==> src/rtl/rw_svm_pkg.sv <==
// Shared constants, state encoding and score clamp for the sequential SVM evaluator.
package rw_svm_pkg;

  localparam int unsigned NUM_A    = 11;
  localparam int unsigned WIDTH_A  = 4;
  localparam int unsigned COEF_W   = 8;
  localparam int unsigned OUTWIDTH = 14;
  localparam int unsigned CFG_AW   = 4;
  localparam int unsigned IDX_W    = 4;
  localparam int unsigned PROD_W   = COEF_W + WIDTH_A + 1;
  localparam int unsigned ACC_W    = COEF_W + WIDTH_A + 5;

  typedef enum logic [1:0] {
    IDLE = 2'd0,
    ACC  = 2'd1,
    BIAS = 2'd2,
    OUT  = 2'd3
  } state_e;

  localparam logic signed [ACC_W-1:0] OUT_MAX = ACC_W'((1 << OUTWIDTH) - 1);

  // Saturate a signed accumulator into the unsigned result range.
  function automatic logic [OUTWIDTH-1:0] clamp(input logic signed [ACC_W-1:0] a);
    logic [OUTWIDTH-1:0] r;
    if (a[ACC_W-1]) begin
      r = '0;
    end else if (a > OUT_MAX) begin
      r = '1;
    end else begin
      r = a[OUTWIDTH-1:0];
    end
    return r;
  endfunction

endpackage

==> src/rtl/rw_svm_mac.sv <==
// Single shared multiply-accumulate: signed coefficient x zero-extended feature.
module rw_svm_mac
  import rw_svm_pkg::*;
(
  input  logic                      clk,
  input  logic                      rst_n,
  input  logic                      load_i,
  input  logic                      add_i,
  input  logic                      add_bias_i,
  input  logic signed [COEF_W-1:0]  coef_i,
  input  logic        [WIDTH_A-1:0] feat_i,
  input  logic signed [COEF_W-1:0]  bias_i,
  output logic signed [ACC_W-1:0]   acc_next_o
);

  logic signed [PROD_W-1:0] prod;
  logic signed [ACC_W-1:0]  acc_q;
  logic signed [ACC_W-1:0]  acc_d;

  // Product and accumulator update; load restarts the sum for a new vector.
  always_comb begin
    prod  = PROD_W'(coef_i) * PROD_W'(signed'({1'b0, feat_i}));
    acc_d = acc_q;
    if (load_i) begin
      acc_d = ACC_W'(prod);
    end else if (add_i) begin
      acc_d = acc_q + ACC_W'(prod);
    end else if (add_bias_i) begin
      acc_d = acc_q + ACC_W'(bias_i);
    end
  end

  // Accumulator register.
  always_ff @(posedge clk) begin
    if (!rst_n) begin
      acc_q <= '0;
    end else begin
      acc_q <= acc_d;
    end
  end

  assign acc_next_o = acc_d;

endmodule

==> src/rtl/rw_svm_seq_ctrl.sv <==
// Sequential SVM evaluator: feature beats in, one MAC, bias add, clamped score out.
module rw_svm_seq_ctrl
  import rw_svm_pkg::*;
(
  input  logic                clk,
  input  logic                rst_n,
  input  logic                in_valid,
  output logic                in_ready,
  input  logic [WIDTH_A-1:0]  in_data,
  output logic                out_valid,
  input  logic                out_ready,
  output logic [OUTWIDTH-1:0] out_data,
  input  logic                cfg_we,
  input  logic [CFG_AW-1:0]   cfg_addr,
  input  logic [COEF_W-1:0]   cfg_data,
  output logic                cfg_err,
  output logic                busy
);

  state_e                     state_q, state_d;
  logic [IDX_W-1:0]           idx_q, idx_d;
  logic                       out_valid_q, out_valid_d;
  logic [OUTWIDTH-1:0]        out_data_q, out_data_d;
  logic                       cfg_err_q, cfg_err_d;
  logic                       busy_q, busy_d;
  logic                       load_c, add_c, add_bias_c;
  logic                       accept_c, cfg_hit_c;
  logic signed [ACC_W-1:0]    acc_next;
  logic signed [COEF_W-1:0]   coef_q [NUM_A+1];

  assign in_ready  = rst_n && ((state_q == IDLE) || (state_q == ACC));
  assign accept_c  = in_valid && in_ready;
  assign cfg_hit_c = cfg_we && (cfg_addr <= CFG_AW'(NUM_A));

  // Next-state, MAC controls and registered-output next values.
  always_comb begin
    state_d     = state_q;
    idx_d       = idx_q;
    load_c      = 1'b0;
    add_c       = 1'b0;
    add_bias_c  = 1'b0;
    out_valid_d = out_valid_q;
    out_data_d  = out_data_q;
    cfg_err_d   = cfg_hit_c && (state_q != IDLE);
    case (state_q)
      IDLE: begin
        if (accept_c) begin
          load_c  = 1'b1;
          idx_d   = IDX_W'(1);
          state_d = ACC;
        end
      end
      ACC: begin
        if (accept_c) begin
          add_c = 1'b1;
          idx_d = idx_q + IDX_W'(1);
          if (idx_q == IDX_W'(NUM_A - 1)) begin
            idx_d   = '0;
            state_d = BIAS;
          end
        end
      end
      BIAS: begin
        add_bias_c  = 1'b1;
        out_valid_d = 1'b1;
        out_data_d  = clamp(acc_next);
        state_d     = OUT;
      end
      OUT: begin
        if (out_ready) begin
          out_valid_d = 1'b0;
          state_d     = IDLE;
        end
      end
      default: state_d = IDLE;
    endcase
    busy_d = (state_d != IDLE);
  end

  // State, index and output registers.
  always_ff @(posedge clk) begin
    if (!rst_n) begin
      state_q     <= IDLE;
      idx_q       <= '0;
      out_valid_q <= 1'b0;
      out_data_q  <= '0;
      cfg_err_q   <= 1'b0;
      busy_q      <= 1'b0;
    end else begin
      state_q     <= state_d;
      idx_q       <= idx_d;
      out_valid_q <= out_valid_d;
      out_data_q  <= out_data_d;
      cfg_err_q   <= cfg_err_d;
      busy_q      <= busy_d;
    end
  end

  // Coefficient/bias register file; writes land only while idle.
  always_ff @(posedge clk) begin
    if (!rst_n) begin
      for (int unsigned i = 0; i < NUM_A + 1; i++) begin
        coef_q[i] <= '0;
      end
    end else if (cfg_hit_c && (state_q == IDLE)) begin
      coef_q[cfg_addr] <= cfg_data;
    end
  end

  rw_svm_mac u_mac (
    .clk        (clk),
    .rst_n      (rst_n),
    .load_i     (load_c),
    .add_i      (add_c),
    .add_bias_i (add_bias_c),
    .coef_i     (coef_q[idx_q]),
    .feat_i     (in_data),
    .bias_i     (coef_q[NUM_A]),
    .acc_next_o (acc_next)
  );

  assign out_valid = out_valid_q;
  assign out_data  = out_data_q;
  assign cfg_err   = cfg_err_q;
  assign busy      = busy_q;

endmodule

==> config.mk <==
export PLATFORM = sky130hd
export DESIGN_NAME = rw_svm_seq_ctrl
export DESIGN_NICKNAME = d
export VERILOG_FILES = /design/src/rtl/rw_svm_pkg.sv /design/src/rtl/rw_svm_mac.sv /design/src/rtl/rw_svm_seq_ctrl.sv
export SDC_FILE = /design/constraint.sdc
export NUM_CORES = 1
export LEC_CHECK = 0
export ABC_AREA = 1
export CAP_MARGIN = 20
export CORE_MARGIN = 4
export CORE_UTILIZATION = 38
export DETAILED_ROUTE_END_ITERATION = 8
export SETUP_SLACK_MARGIN = 0.1
export SYNTH_ARGS = -nofsm -noshare
export SYNTH_HDL_FRONTEND = slang
export SYNTH_HIERARCHICAL = 1
export SYNTH_SLANG_ARGS = --single-unit
==> constraint.sdc <==
create_clock -name clk -period 8.1 [get_ports clk]
set_input_delay 0.81 -clock clk [delete_from_list [all_inputs] [get_ports clk]]
set_output_delay 0.81 -clock clk [all_outputs]
set_load 0.05 [all_outputs]
# Word level (Yosys, flattened, before mapping)
# Memories as Yosys holds them, arrays and structs flattened. A register that Yosys moved wholly into a read port is not among the register bits.
# Cells that the tools add are included.
totals:
  regBits: 40
  ram_bits: 96
  memories: 1
classes:
  add_sub_neg: 3
  multipliers: 1
  magnitude_cmp: 2
  n_eq_ne: 7
  n_mux: 29
  n_reduce_logical: 14
mem_list:
  columns: ["name", "depth", "width", "read_ports", "rd_clocked_by_memory_dff", "wr", "line", "source"]
  rows:
  - ["coef_q", 12, 8, 2, 1, 12, "rw_svm_seq_ctrl.sv:29", "logic signed [COEF_W-1:0] coef_q [NUM_A+1];"]
ops:
  columns: ["op", "n"]
  rows:
  - ["2-to-1 mux 17 bit", 3]
  - ["2-to-1 mux 14 bit", 2]
  - ["2-to-1 mux 4 bit", 6]
  - ["adder 17 x 13 -> 17 bit", 1]
  - ["adder 17 x 8 -> 17 bit", 1]
  - ["> comparator 17 x 15 -> 1 bit (second input constant)", 1]
  - ["multiplier 8 x 5 -> 13 bit", 1]
  - ["2-to-1 mux 1 bit", 10]
  - ["2-to-1 mux 2 bit", 4]
  - ["2-to-1 mux 8 bit", 1]
  - ["one-hot mux 2 bit (4 select lines)", 1]
  - ["one-hot mux 4 bit (2 select lines)", 1]
  - ["nonzero test 2 bit", 4]
  - ["OR reduction 8 bit", 1]
  - ["!= test 2 bit (second input constant)", 3]
  - ["logical AND 1 bit", 5]
  - ["adder 4 x 1 -> 4 bit (second input constant)", 1]
  - ["== test 2 bit (second input constant)", 2]
  - ["== test 4 bit (second input constant)", 1]
  - ["<= comparator 4 bit (second input constant)", 1]
  - ["AND reduction 3 bit", 1]
  - ["== test 2 x 1 -> 1 bit (second input constant)", 1]
  - ["zero test 2 bit", 1]
  - ["one-hot mux 1 bit (2 select lines)", 1]
  - ["2 further kinds", 2]

# Logic depth before layout (Yosys ltp)
# Gate-level depths: netlist (run 1).
depth:
  depth_word: 11
  mapped_depth: 41
  ltp_nobuf: 39

# Cells and area by module
# The synthesis (run 1) kept the hierarchy.
modules_own_cells:
  columns: ["mod", "instances", "cells_per_inst", "area_per_inst_um2", "seq_area_each_um2"]
  rows:
  - ["rw_svm_seq_ctrl", 1, 797, 7184.4, 4384.2]
  - ["rw_svm_mac", 1, 696, 4142.7, 340.3]

# Worst setup path after synthesis (run 1)
# No wires, ideal clock.
synth_timing:
  kind: "register to register"
  start: "reg with a tool-made name"
  end: "reg out_data_q[6], in the netlist out_data[6]"
  t_arrival_ps: 5639
  setup_slack_ps: 2328
  stages_incl_launch_ff: 37
  path_buffers: 3
  cell_sequence: "dfxtp_1 > buf_2 > inv_1 > clkbuf_1 > nand3_1 > nand3_1 > nand2_1 > nand2_1 > inv_1 > ha_1 > fa_1 > inv_1 > fa_1 > inv_1 > ha_1 > a21oi_1 > nor2_1 > nor2_2 > nand2_2 > nand2_2 > a21oi_1 > or2_0 > or2_1 > nand2_1 > ha_1 > nand2_1 > nor3_1 > a211oi_1 > nand3b_1 > nand3_1 > nand2_1 > nand2_1 > nand2_1 > or2_2 > clkbuf_1 > o21ai_0 > a21oi_1"
synth_lines:
  columns: ["element", "line", "source"]
  rows:
  - ["to (signal assigned)", "rw_svm_seq_ctrl.sv:93", "out_data_q <= out_data_d;"]
  - ["to (decl)", "rw_svm_seq_ctrl.sv:23", "logic [OUTWIDTH-1:0] out_data_q, out_data_d;"]

==> results.py, run 1 <==
metrics = {
    "run": {
        "max_cap_viol_count": 0,
    },
    "worst_setup_path": {
        "critPathCaptureType": "flip-flop",
        "required_ns": 8.39,
        "cp_max_fo": 44,
        "crit_type": "reg -> reg",
        "crit_slowest_cell": "inv_2",
        "worst_setup_path_start_kind": "flip-flop",
        "max_stage_delay_ns": 0.56,
        "arrival_ns": 7.11,
        "critPathMostFrequentCell": "nand2_1",
    },
    "routing": {
        "wl_per_cell_um": 14.7,
        "dr.pass1.iters": 5,
        "num_vias": 9365,
        "drt-initial-drc-count": 725,
        "ant_nets": 0,
        "route.detailed.drc": 0,
        "drt-total-wl_mm": 28.3,
        "avgViaCountPerCell": 4.84,
    },
    "final_layout": {
        "antennaDiodeCount": 0,
        "multi_input_area_um2": 5510,
        "fillers": 2948,
        "seqCellArea_um2": 4730,
        "final_area_um2": 12700,
        "area_growth_syn_to_layout_pct": 12.4,
        "final_nets": 1638,
        "drive_above_1_share_pct": 5.42,
    },
    "timing": {
        "max-slew-margin-rel_pct": 29.2,
        "post-route-min-period_ns": 6.82,
        "tightestPinTransition_ns": 1.06,
        "final-setup-viol-count": 0,
        "fin_worst_skew_ns": 0.0156,
        "maxSlewViolCount": 0,
        "rsz0062_at_grt": "false",
        "fmax_mhz": 147,
        "hold_viol": 0,
        "min_period_over_period_pct": 84.2,
        "tns_ns": 0,
    },
    "synthesis": {
        "synth_area_um2": 11300,
        "synth.largest_area_cell": "edfxtp_1",
        "synth_edf_count": 128,
        "synthXorXnorAreaFrac_pct": 1.31,
        "syn-instance-count": 1493,
        "synth_mux_area_share_pct": 0,
        "syn_avg_cell_area_um2": 7.59,
        "synth_top_area_share_pct": 33.9,
        "synthSimpleGateAreaFrac_pct": 29.0,
        "ys_warn_count": 6,
        "synthArstFlopShare_pct": 0,
        "synthTopCellsByArea": "edfxtp_1 34%, nand2_1 14%, inv_1 8.5%",
        "synth_top_family_by_area": "simple AND/OR/NAND/NOR gates",
        "synth-seq-area-share_pct": 41.7,
        "ys_seq_elements": 172,
        "synth_compound_area_share_pct": 7.17,
        "synth_fa_ha_area_share_pct": 10.1,
        "synth_cell_types": 45,
        "ys.flop_type": "edfxtp_1",
    },
    "global_route": {
        "antenna_found_initial": 0,
        "grt_max_degree": 65,
        "grt_pass1_vias": 9164,
        "track_usage_pct": 17.5,
        "gr-total-overflow": 0,
        "grt_pass1_wl_mm": 46.5,
    },
    "clock_tree": {
        "cts-root-buf": "clkbuf_16",
        "cts_max_path_buffers": 2,
        "hold_buffers": 0,
        "htree_levels": 4,
        "cts_tree": "yes",
        "clk_pin_slew_ns": 0.07,
        "cts_resized": 0,
        "cts_sinks": 172,
        "post_cts_buffers": 0,
        "clock_latency_ns": 0.43,
        "cts_made_buffers": 17,
    },
    "status": {
        "status": "completed",
    },
    "power": {
        "powerDensity_nw_per_um2": 215,
        "p_leak_nw": 6.42,
        "vdd_drop_max_mv": 0.125,
    },
    "worst_hold_path": {
        "hold_path_class": "reg -> reg",
        "worstHoldStart": "out_data[0]",
    },
    "die": {
        "fp.coreArea_um2": 29100,
        "io_pins": 39,
        "die_y_um": 181,
        "die-area_um2": 32600,
        "initial_core_util_pct": 38.9,
        "die_w_um": 181,
        "rows": 62,
    },
    "placement": {
        "gp_congestion": 0.932,
        "dpl_cell_area_um2": 12100,
        "io_buffers": 38,
        "hpwl_mm": 20.9,
    },
}
==> synthesized netlist by cell type, types with 5 or more instances <==
cell type  instances
o21ai_1           12
a21o_1             5
nor2_4             6
nand2_2            9
nor2_1           157
inv_1            255
a21oi_1           73
o211ai_1           6
dfxtp_1           44
ha_1              61
o21bai_1           7
edfxtp_1         128
xor2_1            15
buf_2             19
nor3_1             6
o21ai_0           33
nand3_1          142
fa_1              19
nand2_1          411
nand2_4           13
clkbuf_1          29
==> per-layer routing <==
metal | wire length, um | GRT usage (%) | vias up
li1 | - | - | 4769
met1 | 12800 | 23.1 | 4376
met2 | 13900 | 30.4 | 190
met3 | 1130 | 2.02 | 30
met4 | 519 | 4.81 | 0
met5 | 0 | 0 | -
==> cell usage in the layout, fill, tap and decap left out, types with 2 or more instances in the layout <==
| cell type | n |
|---|---|
| edfxtp_1 | 128 |
| o21ai_0 | 33 |
| nor3_1 | 6 |
| a31oi_1 | 4 |
| nand3b_1 | 4 |
| o211ai_1 | 6 |
| inv_2 | 4 |
| nand2_1 | 411 |
| conb_1 | 32 |
| o21ai_1 | 12 |
| nor2_1 | 157 |
| inv_1 | 255 |
| or2_2 | 3 |
| or2_1 | 2 |
| clkinv_8 | 4 |
| nand3_1 | 142 |
| dfxtp_1 | 43 |
| a21oi_1 | 73 |
| clkinv_4 | 4 |
| xor2_1 | 15 |
| xnor2_1 | 2 |
| fa_1 | 19 |
| nand2_4 | 13 |
| ha_1 | 61 |
| o21bai_1 | 7 |
| nand2_2 | 9 |
| nor2_2 | 2 |
| buf_4 | 8 |
| clkdlybuf4s50_1 | 38 |
| nor2_4 | 6 |
| a21oi_2 | 2 |
| clkbuf_16 | 17 |
| and2_1 | 4 |
| inv_8 | 5 |
| a21o_1 | 5 |
==> registers in the layout, summed over array words and instances, names as in the netlist, named ones only <==
signal,count
out_valid,1
idx_q,4
state_q,2
out_data,14
coef_q,128
cfg_err,1
busy,1
u_mac/acc_q,17
==> worst paths after layout <==
kind                 end  slack (ns)  cells after the start
max          out_data[1]        1.28                     34
min          out_data[0]        0.47                      2
max reg2reg  out_data[1]        1.28                     34
min reg2reg  out_data[0]        0.47                      2
==> final cells by class <==
| type | instances | share of cell area, % |
|---|---|---|
| multi-input cells | 1040 | 43.3 |
| flip-flops and latches | 172 | 37.1 |
| inverters | 260 | 7.66 |
| well taps | 384 | 3.77 |
| repair buffers | 46 | 3.46 |
| clock buffers | 17 | 3.34 |
| clock inverters | 15 | 1.36 |
==> where the power goes <==
part	internal (mW)	switching, mW
registers	0.992	0.0275
clock network	0.417	0.403
logic	0.301	0.592
total	1.71	1.02
==> through the flow <==
| step | instances | hold WS, ns | power, mW | util [%] | worst slack (ns) |
|---|---|---|---|---|---|
| 2_1_floorplan | 1524 | 0.486 | 1.71 | - | 2.33 |
| 4_1_cts | 1934 | 0.470 | 2.75 | 43.8 | 1.31 |
| 3_5_place_dp | 1902 | 0.458 | 1.93 | 41.7 | 1.31 |
| 5_1_grt | 1934 | 0.500 | 2.93 | 43.8 | 0.658 |
| 6_report | 1934 | 0.465 | 2.73 | 43.8 | 1.28 |
| 3_3_place_gp | 1902 | 0.454 | 1.92 | 41.7 | 1.38 |
==> worst max-delay path, delay by kind of cell (launching register included) <==
family          cells  cell delay [ns]
simple gates       16             1.77
compound gates      6             1.18
xor+xnor            1             0.18
fa+ha+maj           5             2.05
buf+inv             6             1.17
flops               1             0.32
==> kinds of logic after synthesis <==
family | count (synthesis)
XOR/XNOR | 17
AO/OA/AOI/OAI | 147
adder cells (fa/ha/maj) | 80
other | 1
buffers and inverters | 312
flip-flops | 172
AND/OR/NAND/NOR | 764
(Power assumes the default switching activity.)
==> inputs of run 2 (changes only) <==
==> constraint.sdc (replaced) <==
create_clock -name clk -period 5.5 [get_ports clk]
set_input_delay 0.55 -clock clk [delete_from_list [all_inputs] [get_ports clk]]
set_output_delay 0.55 -clock clk [all_outputs]
set_load 0.05 [all_outputs]
==> results.py, run 2 (synthesis gave the netlist of run 1 again) <==
metrics = {
    "final_layout": {
        "final_common_cell": "nand2_1",
        "area_growth_syn_to_layout_pct": 34.2,
        "fin_util_pct": 52.2,
        "final_nets": 1786,
        "regMostFlops": "coef_q",
        "antennaDiodeCount": 0,
        "drive_above_1_share_pct": 25.4,
        "final_cells": 2082,
        "final_cell_mix": "352 x nand2_1, 233 x inv_1, 150 x nor2_1, 128 x edfxtp_1, 119 x buf_4",
        "largest_register_ffs": 128,
        "fillers": 2679,
    },
    "clock_tree": {
        "cts_sinks": 172,
        "clk_pin_slew_ns": 0.07,
        "cts_made_buffers": 17,
        "cts_tree": "yes",
        "cts_max_path_buffers": 2,
        "cts-root-buf": "clkbuf_16",
        "clock_latency_ns": 0.45,
        "htree_levels": 4,
    },
    "global_route": {
        "gr-total-overflow": 0,
        "grt_pass1_wl_mm": 51.7,
        "antenna_found_initial": 0,
        "grt_max_degree": 25,
        "grt_pass1_vias": 9847,
        "track_usage_pct": 19.7,
    },
    "placement": {
        "io_buffers": 38,
        "dp.cells": 2009,
        "hpwl_mm": 22.2,
        "gp_congestion": 0.884,
    },
    "run": {
        "max_cap_viol_count": 0,
    },
    "worst_setup_path": {
        "crit_slowest_cell": "fa_1",
        "cp_max_fo": 7,
        "cp_top_family": "simple AND/OR/NAND/NOR gates",
        "required_ns": 5.87,
        "crit_type": "reg -> reg",
        "worst_setup_path_start_kind": "flip-flop",
        "max_stage_delay_ns": 0.50,
        "critPathMostFrequentCell": "nand2_1",
        "arrival_ns": 6.15,
        "critPathCaptureType": "flip-flop",
        "crit_buf_inv": 9,
    },
    "routing": {
        "dr.pass1.iters": 5,
        "drt-total-wl_mm": 32.8,
        "num_vias": 10200,
        "wl_per_cell_um": 15.7,
        "route.detailed.drc": 0,
        "drt-initial-drc-count": 799,
        "avgViaCountPerCell": 4.91,
        "ant_nets": 0,
    },
    "status": {
        "violations": "negative setup slack",
        "status": "finished with violations",
    },
    "worst_hold_path": {
        "hold_path_class": "reg -> reg",
    },
    "timing": {
        "max-slew-margin-rel_pct": 53.8,
        "fin_worst_skew_ns": 0.0195,
        "post-route-min-period_ns": 5.78,
        "timing.hold.ws_ns": 0.469,
        "final-setup-viol-count": 14,
        "fmax_mhz": 173,
        "hold_viol": 0,
        "tightestPinTransition_ns": 0.692,
        "maxSlewViolCount": 0,
        "rsz0062_at_grt": "true",
        "tns_ns": -3.22,
        "min_period_over_period_pct": 105,
        "layout_setup_ws_ns": -0.280,
    },
    "die": {
        "io_pins": 39,
        "die_w_um": 181,
        "fp.coreArea_um2": 29100,
        "rows": 62,
        "initial_core_util_pct": 38.9,
        "die_y_um": 181,
        "die-area_um2": 32600,
    },
    "power": {
        "p_leak_nw": 7.42,
        "vdd_drop_max_mv": 0.267,
        "power_mw": 5.10,
        "powerDensity_nw_per_um2": 336,
    },
}
-- run 2: cell count changes in the layout (fill, tap and decap cells not counted), moves of 15 or more --
cell | before | now
buf_4 | 8 | 119
ha_1 | 61 | 40
ha_4 | 0 | 19
inv_1 | 255 | 233
inv_2 | 4 | 25
nand2_1 | 411 | 352
nand2_2 | 9 | 62
nand3_1 | 142 | 89
nand3_2 | 1 | 54
o21ai_2 | 0 | 15
-- run 2: metal layers --
layer | vias to the layer above | global-route usage [%] | wire length [um]
met1 | 4851 | 26.5 | 14700
li1 | 5073 | - | -
met3 | 55 | 3.05 | 1560
met4 | 0 | 5.93 | 761
met5 | - | 0 | 0
met2 | 246 | 32.9 | 15700
-- run 2: repair_timing --
item | CTS | global route
resized for setup | 127 | 114
gates cloned | 6 | 5
buffers inserted | 14 | 17
hold buffers | 0 | 0
setup endpoints to repair | 17 | 25
pin swaps | 56 | 69
endpoints found under the hold margin | 0 | 0
-- run 2: metrics by stage --
step                setup WS (ns)  cell area, um2
CTS                        -0.159           14500
floorplan                   0.100           11600
global route               -0.623           15200
global placement           -0.452           13100
finish                     -0.280           15200
detailed placement         -0.544           13100
-- run 2: power breakdown --
group | total, mW | switching [mW] | internal (mW)
Clock | 1.31 | 0.573 | 0.732
Sequential | 1.51 | 0.0476 | 1.46
Combinational | 2.29 | 1.24 | 1.05
-- run 2: layout make-up --
| cell class | count | area [um2] | area share [%] |
|---|---|---|---|
| clock buffer | 17 | 425 | 2.80 |
| clock inverter | 15 | 199 | 1.31 |
| multi-input combinational | 1041 | 6440 | 42.4 |
| timing repair buffer | 193 | 1930 | 12.7 |
| inverter | 260 | 988 | 6.50 |
| tap | 384 | 480 | 3.16 |
| sequential | 172 | 4730 | 31.1 |
-- run 2: path summary, 6_finish.rpt --
path / start / endpoint / slack [ns] / depth (start not counted)
worst min register to register: out_data[6] / out_data[6] / 0.47 / 2
worst max-delay path: flip-flop / out_data[1] / -0.28 / 41
worst max register to register: flip-flop / out_data[1] / -0.28 / 41
worst min-delay path: out_data[6] / out_data[6] / 0.47 / 2
-- run 2: worst min-delay path, cell delays in order, from the launching register on --
cell and delay [ns]:
dfxtp_1 0.31, nand2_1 0.06, a21oi_1 0.05
==> inputs of run 3 (changes only) <==
--- a/config.mk
+++ b/config.mk
@@ -10,6 +10,7 @@
 export CORE_MARGIN = 4
 export CORE_UTILIZATION = 38
 export DETAILED_ROUTE_END_ITERATION = 8
+export RECOVER_POWER = 50
 export SETUP_SLACK_MARGIN = 0.1
 export SYNTH_ARGS = -nofsm -noshare
 export SYNTH_HDL_FRONTEND = slang
==> constraint.sdc (replaced) <==
create_clock -name clk -period 7.25 [get_ports clk]
set_input_delay 0.725 -clock clk [delete_from_list [all_inputs] [get_ports clk]]
set_output_delay 0.725 -clock clk [all_outputs]
set_load 0.05 [all_outputs]
==> results.py, run 3 (synthesis gave the netlist of run 1 again) <==
metrics = {
    "worst_setup_path": {
        "worst_setup_path_start_kind": "flip-flop",
        "arrival_ns": 6.82,
        "critPathMostFrequentCell": "nand2_1",
        "r2r_end": "out_data[9]",
        "max_stage_delay_ns": 0.54,
        "crit_slowest_cell": "fa_1",
        "crit_type": "reg -> reg",
        "critPathCaptureType": "flip-flop",
        "required_ns": 7.56,
        "cp_max_fo": 33,
        "reg2reg_depth": 35,
        "rrSetupSlack_ns": 0.74,
    },
    "worst_hold_path": {
        "worstHoldStart": "out_data[0]",
        "hold-path-endpoint": "out_data[0]",
        "whs_path_depth": 2,
        "hold_path_class": "reg -> reg",
    },
    "final_layout": {
        "final_common_cell": "nand2_1",
        "multi_input_area_um2": 5380,
        "fin_util_pct": 43.5,
        "antennaDiodeCount": 0,
        "fillers": 2978,
        "final_cells": 1935,
        "final_cell_mix": "423 x nand2_1, 255 x inv_1, 161 x nor2_1, 143 x nand3_1, 128 x edfxtp_1",
        "largest_register_ffs": 128,
        "final_nets": 1639,
        "drive_above_1_share_pct": 4.26,
        "seqCellArea_um2": 4730,
        "final_area_um2": 12600,
        "area_growth_syn_to_layout_pct": 11.7,
        "regMostFlops": "coef_q",
    },
    "clock_tree": {
        "cts_sinks": 172,
        "cts-root-buf": "clkbuf_16",
        "cts_made_buffers": 17,
        "clock_latency_ns": 0.44,
        "clk_pin_slew_ns": 0.08,
        "cts_tree": "yes",
        "htree_levels": 4,
        "cts_max_path_buffers": 2,
    },
    "global_route": {
        "gr-total-overflow": 0,
        "grt_pass1_wl_mm": 46.8,
        "track_usage_pct": 17.6,
        "grt_max_degree": 65,
        "antenna_found_initial": 0,
        "grt_pass1_vias": 9233,
    },
    "placement": {
        "dp.cells": 1902,
        "gp_congestion": 0.906,
        "io_buffers": 38,
        "dpl_cell_area_um2": 12100,
        "hpwl_mm": 20.7,
    },
    "routing": {
        "ant_nets": 0,
        "avgViaCountPerCell": 4.88,
        "num_vias": 9450,
        "drt-total-wl_mm": 28.3,
        "wl_per_cell_um": 14.6,
        "dr.pass1.iters": 6,
        "route.detailed.drc": 0,
        "drt-initial-drc-count": 784,
    },
    "timing": {
        "maxSlewViolCount": 0,
        "max-slew-margin-rel_pct": 14.5,
        "fmax_mhz": 154,
        "final-setup-viol-count": 0,
        "rsz0062_at_grt": "false",
        "fin_worst_skew_ns": 0.0212,
        "min_period_over_period_pct": 89.7,
        "post-route-min-period_ns": 6.51,
        "tightestPinTransition_ns": 1.28,
        "tns_ns": 0,
        "hold_viol": 0,
    },
    "die": {
        "die_y_um": 181,
        "die_w_um": 181,
        "rows": 62,
        "initial_core_util_pct": 38.9,
        "die-area_um2": 32600,
        "fp.coreArea_um2": 29100,
        "io_pins": 39,
    },
    "power": {
        "vdd_drop_max_mv": 0.142,
        "powerDensity_nw_per_um2": 245,
        "power_mw": 3.11,
        "p_leak_nw": 6.29,
    },
    "run": {
        "max_cap_viol_count": 0,
    },
    "status": {
        "status": "completed",
    },
}
## run 3: cell types whose count changed in the layout (fill, tap and decap cells not counted), moves of 19 or more
cell / previous run / this run
ha_1: 40 / 61
inv_2: 25 / 3
nand3_1: 89 / 143
buf_4: 119 / 4
ha_4: 19 / 0
nand2_1: 352 / 423
inv_1: 233 / 255
nand3_2: 54 / 1
nand2_2: 62 / 9
## run 3: routing by layer
metal / wire [um] / up-vias / track usage, %
met1: 13000 / 4408 / 23.1
met3: 1140 / 40 / 2.24
met2: 13700 / 224 / 30.6
met4: 550 / 0 / 5.05
li1: - / 4778 / -
met5: 0 / - / 0.148
## run 3: layout make-up
class / instances / area share (%)
clock buffers: 17 / 3.36
clock inverters: 15 / 1.59
inverters: 260 / 7.74
multi-input cells: 1040 / 42.5
flip-flops and latches: 172 / 37.4
well taps: 384 / 3.80
repair buffers: 46 / 3.55
repair inverters: 1 / 0.0593
## run 3: how the worst max path moves through the flow
stage                    from     endpoint  slack (ns)
floorplan           flip-flop  out_data[6]        1.48
global placement    flip-flop  out_data[1]        0.68
detailed placement  flip-flop  out_data[9]        0.62
CTS                 flip-flop  out_data[9]        0.59
global route        flip-flop  out_data[9]        0.12
finish              flip-flop  out_data[9]        0.74
## run 3: through the flow
stage / setup WS [ns] / hold WS, ns
after global routing: 0.120 / 0.492
after detailed placement: 0.618 / 0.459
after global placement: 0.677 / 0.456
after floorplan: 1.48 / 0.486
final: 0.745 / 0.468
after CTS: 0.585 / 0.472
## run 3: worst max-delay path, delay by kind of cell, from the launching register on
| family | cells | cell delay, ns |
|---|---|---|
| XOR/XNOR | 1 | 0.18 |
| adder cells (fa/ha/maj) | 5 | 1.97 |
| AND/OR/NAND/NOR | 17 | 1.88 |
| AO/OA/AOI/OAI | 6 | 1.19 |
| flip-flops | 1 | 0.33 |
| buffers and inverters | 6 | 0.82 |
## run 3: what timing repair did
item                                    4_1_cts  5_1_grt
resized for setup                             0        3
setup buffers                                 0        0
endpoints found under the setup margin        0       14
hold buffers                                  0        0
## run 3: report_power, final
| group | internal [mW] | total, mW | switching (mW) |
|---|---|---|---|
| registers | 1.11 | 1.14 | 0.0315 |
| clock network | 0.529 | 0.970 | 0.441 |
| logic | 0.336 | 0.996 | 0.660 |
==> patch (flow settings as in run 1) <==
Register the inputs `cfg_we`, `cfg_addr` and `cfg_data` before use, with the module's reset. The logic sees them one clock later. The other inputs are not delayed to match.
--- a/src/rtl/rw_svm_seq_ctrl.sv
+++ b/src/rtl/rw_svm_seq_ctrl.sv
@@ -17,6 +17,22 @@
   output logic                busy
 );
 
+  logic cfg_we_q;
+  logic [CFG_AW-1:0] cfg_addr_q;
+  logic [COEF_W-1:0] cfg_data_q;
+
+  always_ff @(posedge clk) begin
+    if (!rst_n) begin
+      cfg_we_q   <= '0;
+      cfg_addr_q <= '0;
+      cfg_data_q <= '0;
+    end else begin
+      cfg_we_q   <= cfg_we;
+      cfg_addr_q <= cfg_addr;
+      cfg_data_q <= cfg_data;
+    end
+  end
+
   state_e                     state_q, state_d;
   logic [IDX_W-1:0]           idx_q, idx_d;
   logic                       out_valid_q, out_valid_d;
@@ -30,7 +46,7 @@
 
   assign in_ready  = rst_n && ((state_q == IDLE) || (state_q == ACC));
   assign accept_c  = in_valid && in_ready;
-  assign cfg_hit_c = cfg_we && (cfg_addr <= CFG_AW'(NUM_A));
+  assign cfg_hit_c = cfg_we_q && (cfg_addr_q <= CFG_AW'(NUM_A));
 
   // Next-state, MAC controls and registered-output next values.
   always_comb begin
@@ -103,7 +119,7 @@
         coef_q[i] <= '0;
       end
     end else if (cfg_hit_c && (state_q == IDLE)) begin
-      coef_q[cfg_addr] <= cfg_data;
+      coef_q[cfg_addr_q] <= cfg_data_q;
     end
   end
 
Formal check against the unedited RTL: not equivalent (Yosys sat finds a counterexample within 4 cycles, from zero or initial values and one cycle with rst_n low).
==> patch against run 1 <==
- area after synthesis up 3.9%
- design area up 3.4%
- core utilization down 0.72 points
- maximum frequency down 0.87%
- total power up 1.2%
- worst hold slack better by 6.3 ps
- wire length up 1.5%
- synthesized cell count up 3.2%
- sequential cell count up 13
- worst setup slack worse by 60 ps
- non-clock buffer count down 2
==> patch: results (changes against run 1) <==
Place
  – Place WS: 1190 ps (-121 ps)
  – PortBufs: 38 (unchanged)
  – RePlAce Congestion: 0.859 (-7.9%)
  – DP Wirelength: 20,800 um (-0.60%)
  – DP Area: 12,600 sq um (+3.5%)

Final layout
  – Comb_multi_in: 1,054 (+1.3%)
  – Data buffer area share: 0.0334 (-0.00115)
  – Layout cell share with drive strength beyond 1: 0.0608 (+0.00662)
  – Clk cell area share: 0.0438 (-0.00317)
  – Area taken by multi-input logic gates: 5620 sq um (+2.0%)
  – Most flops, register: coef_q
  – Non-Clock Buffer Count: 44 (-4.3%)
  – Post-layout net count: 1,683 (+2.7%)
  – Inverters: 280 (+7.7%)
  – Fillers: 3,106 (+5.4%)
  – Area occupied by registers: 4990 sq um (+5.5%)
  – Core Util, Final: 0.431 (-0.00717)

Drt
  – 1st-pass router iterations: 5 (unchanged)
  – Highest metal used: met4
  – DR WL met3: 1050 um (-6.8%)
  – DRT iter0 DRCs: 652 (-10%)
  – Vias: 9,624 (+2.8%)
  – Drt wl/cell: 14.4 um (-1.4%)
  – WL final: 28,800 um (+1.5%)
  – Met2 Wirelength: 13,900 um (-0.23%)
  – Met1 WL: 13,300 um (+4.4%)

Global route
  – Vias in the first global route: 9,518 (+3.9%)
  – First-pass GRT wire length: 47,700 um (+2.5%)
  – Met1 Usage GRT: 0.230 (-0.000722)
  – Met2 global-route usage: 0.301 (-0.00272)
  – Initial antenna violation count: 0 (unchanged)
  – GRT Total Usage: 0.174 (-0.000927)
  – Routing usage on met3: 0.0231 (+0.00296)

Worst setup path
  – Crit-path slowest cell: fa_1
  – Critical Path AT: 7170 ps (+60 ps)
  – CP max stage delay: about 550 ps
  – Crit Path Max Fanout: 38 (-14%)

Pwr
  – Sequential share of power: 0.390 (+0.017)
  – Leakage: 0.00662 uW (+3.1%)
  – VDD IR max: 0.000127 V (+1.3%)
  – Switching Fraction: 0.367 (-0.00727)
  – Clock group total power: 834 uW (+2%)
  – P per Cell Area: 210 nW/um^2 (-2.2%)

CTS
  – Post-CTS sizing: 0 (unchanged)
  – Post-CTS setup buffers: 0 (unchanged)

Synth
  – Synth cell count leaders: nand2_1 (427), inv_1 (275), nand3_1 (140), nor2_1 (140), edfxtp_1 (128)
  – Number of synthesized register bits: 185 (+7.6%)
  – Mapped Cells: 1,541 (+3.2%)
  – Synth area leaders: edfxtp_1 (33%), nand2_1 (14%), dfxtp_1 (9.7%), inv_1 (8.8%), ha_1 (6.5%)
  – Sequential element share of the synthesized area: 0.424 (+0.00655)
  – Ys async rst share: 0 (unchanged)
  – Syn. warnings: 6 (unchanged)

Min path
  – Worst Hold Depth: 2 (unchanged)
  – Hold path startpoint: out_data[2]

Timing
  – Slew margin rel.: 0.417 (+0.126)
  – Final Skew: 22.2 ps (+6.54 ps)

Floorplanning
  – Tapcells: 396 (+3.1%)

Outcome
  – Status: finished clean
-- patch: cell types whose count changed in the layout (fill, tap and decap cells not counted), moves of 6 or more --
| cell | before | now |
|---|---|---|
| dfxtp_1 | 43 | 56 |
| nand2_1 | 411 | 427 |
| nor2_2 | 2 | 18 |
| o21ai_1 | 12 | 18 |
| inv_1 | 255 | 275 |
| nor2_1 | 157 | 140 |
-- patch: final timing paths --
path / to / slack [ps]
setup reg to reg: out_data[13] / 1220
hold reg to reg: out_data[2] / 470
hold / removal: out_data[2] / 470
setup / recovery: out_data[13] / 1220
-- patch: kinds of logic (layout without fill, tap and decap cells) --
logic type	count (synthesis)	count (layout)	share of synthesized area
flip-flops	185	185	0.424
XOR/XNOR	17	17	0.0127
other	1	32	0.000319
buffers and inverters	333	356	0.109
AND/OR/NAND/NOR	777	777	0.288
adder cells (fa/ha/maj)	80	80	0.0972
AO/OA/AOI/OAI	148	148	0.0693
